==> src/rtl/ctrl_pipe.sv <==
// Decoded-control pipeline: STAGES registered stages behind decode with per-stage
// stall/flush, backward stall propagation and a multi-cycle (mul/div) busy FSM on stage 0.
module ctrl_pipe_stage #(
    parameter int W = 24
) (
    input  logic         clk,
    input  logic         rst,
    input  logic         flush,
    input  logic         hold,
    input  logic         bubble,
    input  logic         up_vld,
    input  logic [W-1:0] up_ctrl,
    output logic         vld_q,
    output logic [W-1:0] ctrl_q
);
    logic         vld_d;
    logic [W-1:0] ctrl_d;

    always_comb begin
        vld_d  = vld_q;
        ctrl_d = ctrl_q;
        if (flush || (!hold && bubble)) begin
            vld_d  = 1'b0;
            ctrl_d = '0;
        end else if (!hold) begin
            vld_d  = up_vld;
            // an invalid slot always carries an all-zero bundle
            ctrl_d = up_vld ? up_ctrl : '0;
        end
    end

    always_ff @(posedge clk or negedge rst) begin
        if (!rst) begin
            vld_q  <= 1'b0;
            ctrl_q <= '0;
        end else begin
            vld_q  <= vld_d;
            ctrl_q <= ctrl_d;
        end
    end
endmodule

module ctrl_pipe #(
    parameter int W         = 24,
    parameter int STAGES    = 3,
    parameter int MC_CYCLES = 32
) (
    input  logic                  clk,
    input  logic                  rst,
    input  logic [W-1:0]          ctrl_in,
    input  logic                  valid_in,
    input  logic                  mc_start,
    input  logic [STAGES-1:0]     stall_in,
    input  logic [STAGES-1:0]     flush_in,
    output logic [W*STAGES-1:0]   ctrl_out,
    output logic [STAGES-1:0]     valid_out,
    output logic                  mc_busy,
    output logic                  mc_done,
    output logic                  stall_req
);
    typedef enum logic [1:0] {IDLE, BUSY, DONE} state_t;

    localparam logic [7:0] MC_INIT = 8'(MC_CYCLES - 1);

    state_t                     state_q, state_d;
    logic [7:0]                 cnt_q, cnt_d;
    logic                       mc_busy_q, mc_done_q;
    logic [STAGES-1:0]          stall_eff;
    logic [STAGES-1:0]          vld_q;
    logic [STAGES-1:0][W-1:0]   ctrl_q;
    logic                       load0;

    // A stall at stage k freezes every younger stage; busy only blocks stage 0.
    always_comb begin
        stall_eff = '0;
        for (int k = 0; k < STAGES; k++)
            for (int j = k; j < STAGES; j++)
                if (stall_in[j]) stall_eff[k] = 1'b1;
        stall_eff[0] = stall_eff[0] | mc_busy_q;
    end

    for (genvar k = 0; k < STAGES; k++) begin : g_stage
        logic         up_vld, bub;
        logic [W-1:0] up_ctrl;
        if (k == 0) begin : g_head
            assign up_vld  = valid_in;
            assign up_ctrl = ctrl_in;
            assign bub     = 1'b0;
        end else begin : g_body
            assign up_vld  = vld_q[k-1];
            assign up_ctrl = ctrl_q[k-1];
            assign bub     = stall_eff[k-1];
        end
        ctrl_pipe_stage #(.W(W)) u_stage (
            .clk     (clk),
            .rst     (rst),
            .flush   (flush_in[k]),
            .hold    (stall_eff[k]),
            .bubble  (bub),
            .up_vld  (up_vld),
            .up_ctrl (up_ctrl),
            .vld_q   (vld_q[k]),
            .ctrl_q  (ctrl_q[k])
        );
    end

    assign load0 = !flush_in[0] && !stall_eff[0];

    always_comb begin
        state_d = state_q;
        cnt_d   = cnt_q;
        case (state_q)
            BUSY: begin
                if (flush_in[0]) begin
                    state_d = IDLE;
                    cnt_d   = '0;
                end else if (cnt_q != 8'd0) begin
                    cnt_d = cnt_q - 8'd1;
                end else begin
                    state_d = DONE;
                end
            end
            default: begin
                // the instruction that starts the unit is the one entering stage 0
                if (load0 && valid_in && mc_start) begin
                    state_d = BUSY;
                    cnt_d   = MC_INIT;
                end else begin
                    state_d = IDLE;
                end
            end
        endcase
    end

    always_ff @(posedge clk or negedge rst) begin
        if (!rst) begin
            state_q   <= IDLE;
            cnt_q     <= '0;
            mc_busy_q <= 1'b0;
            mc_done_q <= 1'b0;
        end else begin
            state_q   <= state_d;
            cnt_q     <= cnt_d;
            mc_busy_q <= (state_d == BUSY);
            mc_done_q <= (state_d == DONE);
        end
    end

    assign ctrl_out  = ctrl_q;
    assign valid_out = vld_q;
    assign mc_busy   = mc_busy_q;
    assign mc_done   = mc_done_q;
    assign stall_req = mc_busy_q;
endmodule

==> config.mk <==
export PLATFORM = sky130hd
export DESIGN_NAME = ctrl_pipe
export DESIGN_NICKNAME = d
export VERILOG_FILES = /design/src/rtl/ctrl_pipe.sv
export SDC_FILE = /design/constraint.sdc
export NUM_CORES = 1
export LEC_CHECK = 0
export BUFFER_PORTS_ARGS = -buffer_cell sky130_fd_sc_hd__buf_2
export CELL_PAD_IN_SITES_DETAIL_PLACEMENT = 2
export CELL_PAD_IN_SITES_GLOBAL_PLACEMENT = 2
export CORE_ASPECT_RATIO = 0.8
export CORE_MARGIN = 10
export CORE_UTILIZATION = 34
export CTS_BUF_LIST = sky130_fd_sc_hd__clkbuf_8
export CTS_CLUSTER_DIAMETER = 60
export DETAILED_ROUTE_END_ITERATION = 10
export HOLD_SLACK_MARGIN = 0.06
export PLACE_DENSITY = 0.84
export SLEW_MARGIN = 0
export SYNTH_ARGS = -nofsm -noshare
export SYNTH_HDL_FRONTEND = slang
export SYNTH_HIERARCHICAL = 1
export SYNTH_SLANG_ARGS = --single-unit
==> constraint.sdc <==
create_clock -name clk -period 3 [get_ports clk]
set_clock_uncertainty 0.2 [all_clocks]
set_input_delay 0.3 -clock clk [delete_from_list [all_inputs] [get_ports clk]]
set_output_delay 0.3 -clock clk [all_outputs]
set_load 0.1 [all_outputs]
==> results.yml <==
cts:
  htree_levels: 3
  clkTransAtPathRegs_ns: 0.08
  clockBufferDepth: 2
  post_cts_resized: 0
  cts_tree: "built"
  cts_setup_buffers: 0
  cts_sinks: 87
  cts_root_buf: "clkbuf_8"
  ctsHoldBuffers: 25
  numCtsBuffers: 9
  clk-insertion-delay-late_ns: 0.37
logic_synthesis:
  yosysTopAreaCell: "dfrtp_1"
  yosysTopAreaCellShare_pct: 50.6
  syn_area_per_cell_sq_um: 10.6
  synth_warnings: 6
  synth-seq-cells: 87
  synth-compound-area-share_pct: 13.4
  synth_top_family_by_area: "simple AND/OR/NAND/NOR gates"
  synth_flop_cell: "dfrtp_1"
  ys_seq_area_share_pct: 50.6
  yosys-top-cells-area: "dfrtp_1, nand4bb_1, a21oi_1"
  yosys.area_share.simple_pct: 29.8
  postSynthCellCount: 407
  synthAdderAreaFrac_pct: 0.581
  synth.distinct_cells: 40
  synthMuxAreaShare_pct: 0
  netlist_area_sq_um: 4300
  synth_edf_count: 0
  synthXorXnorAreaFrac_pct: 0.203
  async_reset_ff_share_pct: 100
cells_and_area:
  fillerInstances: 1324
  finalNetCount: 560
  multiInputGateArea_sq_um: 1920
  regArea_sq_um: 2180
  antenna_cells: 0
  drive_above_1_share_pct: 28.2
  area_growth_pct: 24.7
run_status:
  status: "finished clean"
floorplanning:
  die-area_sq_um: 17600
  die_w_microns: 146
  fp.dieH_microns: 121
  core_area_sq_um: 12300
  ioPinCount: 112
  start_util_pct: 35.0
  rows: 36
worst_setup_path:
  crit_type: "register to register"
  end_kind: "register"
  reg2reg_depth: 6
  critPathRequiredTime_ns: 3.01
  r2r_setup_slack_ns: 0.59
  r2r_end: "cnt_q[5]"
  worstSetupStartpointType: "register"
  rr_startpoint: "cnt_q[0]"
  crit_start: "cnt_q[0]"
  critPathMaxFanout: 5
  cp.arrival_ns: 2.42
placed_design:
  io_buffers: 111
  gp_congestion: 0.724
  place_hpwl_microns: 10200
route:
  wirelength_microns: 14200
  drtPass1Iterations: 4
  drt_iter0_markers: 203
  dr_total_vias: 3623
  antenna_left: 0
  remaining_drc_errors: 0
  wire_per_inst_microns: 20.4
  vias_per_cell: 5.18
grt:
  grt_pass1_wl_microns: 23400
  grt-busiest-layer: "met2"
  grt_overflow: 0
  grt_max_degree: 76
  grt_use_met2_pct: 26.1
  grt_use_met3_pct: 4.77
  grt_pass1_vias: 4014
  grt.met1_usage_pct: 21.2
  antenna_found_initial: 0
  grt_use_total_pct: 16.2
sta:
  worst_pin_slew_ns: 1.13
  max_freq_ghz: 0.414
  rsz0062_at_grt: "no"
  timing.final.max_slew_violations: 0
  fin_crit_ns: 2.41
  setup_viol: 0
  max_slew_margin_pct: 24.9
  period_share_pct: 80.5
  hold_violations: 0
  finalSetupTns_ns: 0
pwr:
  peakVddDrop_v: 0.000220
  p_per_area_nw_per_um2: 451
  p_total_uw: 2420
  p_leak_uw: 0.00241
worst_hold_path:
  whs_path_depth: 4
  whs_endpoint: "state_q[0]"
  min_from: "stall_in[0]"
  hold_class: "input pin to register"
job:
  cap_violations: 0
## where the power goes
| part | switching (uW) | leakage [uW] | internal, uW |
|---|---|---|---|
| combinational | 205 | 0.00111 | 138 |
| sequential | 61.5 | 0.00120 | 1210 |
| clock | 419 | 0.000103 | 388 |
| total | 685 | 0.00241 | 1740 |
## final cells by class
cell class	count	share of cell area [%]
Sequential cell	87	40.6
Multi-Input combinational cell	280	35.7
Clock inverter	3	0.303
Clock buffer	13	3.33
Inverter	5	0.350
Tap cell	171	3.99
Timing Repair Buffer	141	15.8
## cells in the final DEF, fill, tap and decap left out, types with 2 or more instances in the layout
master | synthesis | final
or2_2 | 2 | 2
nand4bb_1 | 72 | 72
a21oi_1 | 77 | 77
conb_1 | 1 | 7
a21oi_2 | 3 | 3
nor2_1 | 3 | 3
nand2_1 | 77 | 77
or3_2 | 3 | 3
o21a_1 | 2 | 2
o31ai_1 | 2 | 2
ha_1 | 2 | 2
o221ai_1 | 2 | 2
buf_2 | 12 | 110
clkbuf_8 | 0 | 13
dfrtp_1 | 87 | 87
inv_1 | 5 | 6
and4b_2 | 2 | 2
o21ai_0 | 3 | 3
or3b_1 | 3 | 3
o221a_1 | 2 | 2
dlygate4sd3_1 | 0 | 25
buf_4 | 4 | 6
## cells in the mapped netlist, types with 3 or more instances
cell type / instances
a21oi_1: 77
a21oi_2: 3
buf_2: 12
buf_4: 4
buf_6: 4
clkbuf_1: 21
dfrtp_1: 87
inv_1: 5
nand2_1: 77
nand4bb_1: 72
nor2_1: 3
o21ai_0: 3
or3_2: 3
or3b_1: 3
## state kept, by name, summed over array words and instances (netlist names)
signal,cells
g_stage.u_stage/ctrl_q,72
mc_busy,1
mc_done,1
state_q,2
cnt_q,8
g_stage.u_stage/vld_q,3
## stage by stage
| step | hold slack, ns | worst slack (ns) | util [%] | instance area, sq um | std cells |
|---|---|---|---|---|---|
| final | 0.182 | 0.586 | 43.7 | 5370 | 700 |
| after CTS | 0.163 | 0.560 | 43.7 | 5370 | 700 |
| after detailed placement | 0.120 | 0.576 | 40.0 | 4920 | 659 |
| after global routing | 0.171 | 0.459 | 43.7 | 5370 | 700 |
| after floorplan | -0.196 | 0.559 | - | 4330 | 413 |
| after global placement | 0.113 | 0.704 | 40.0 | 4920 | 659 |
## kinds of logic (layout without fill, tap and decap cells)
kind of cell,after synthesis,after routing
flip-flops,87,87
XOR/XNOR,1,1
AO/OA/AOI/OAI,97,97
AND/OR/NAND/NOR,173,173
buffers and inverters,46,162
adder cells (fa/ha/maj),2,2
other,1,7
## how the worst max path moves through the flow
stage / slack (ns) / cells after the start / end
final: 0.59 / 6 / cnt_q[5]
after global routing: 0.46 / 6 / cnt_q[5]
after CTS: 0.56 / 6 / cnt_q[5]
after detailed placement: 0.58 / 6 / cnt_q[3]
after global placement: 0.70 / 6 / cnt_q[3]
after floorplan: 0.56 / 4 / cnt_q[5]
## per-layer routing
| layer | part of all wire [%] | vias to the layer above |
|---|---|---|
| met3 | 4.6 | 7 |
| met4 | 0.71 | 0 |
| met5 | 0 | - |
| met1 | 48 | 1839 |
| li1 | - | 1697 |
| met2 | 47 | 80 |
## critical path: stages (launching register included)
cell and delay [ns]:
dfrtp_1 0.43, inv_1 0.11, ha_1 0.17, or3b_2 0.52, o31ai_1 0.51, or3_2 0.22, o221ai_1 0.11
Note: power is estimated with default switching activity, not from simulation.
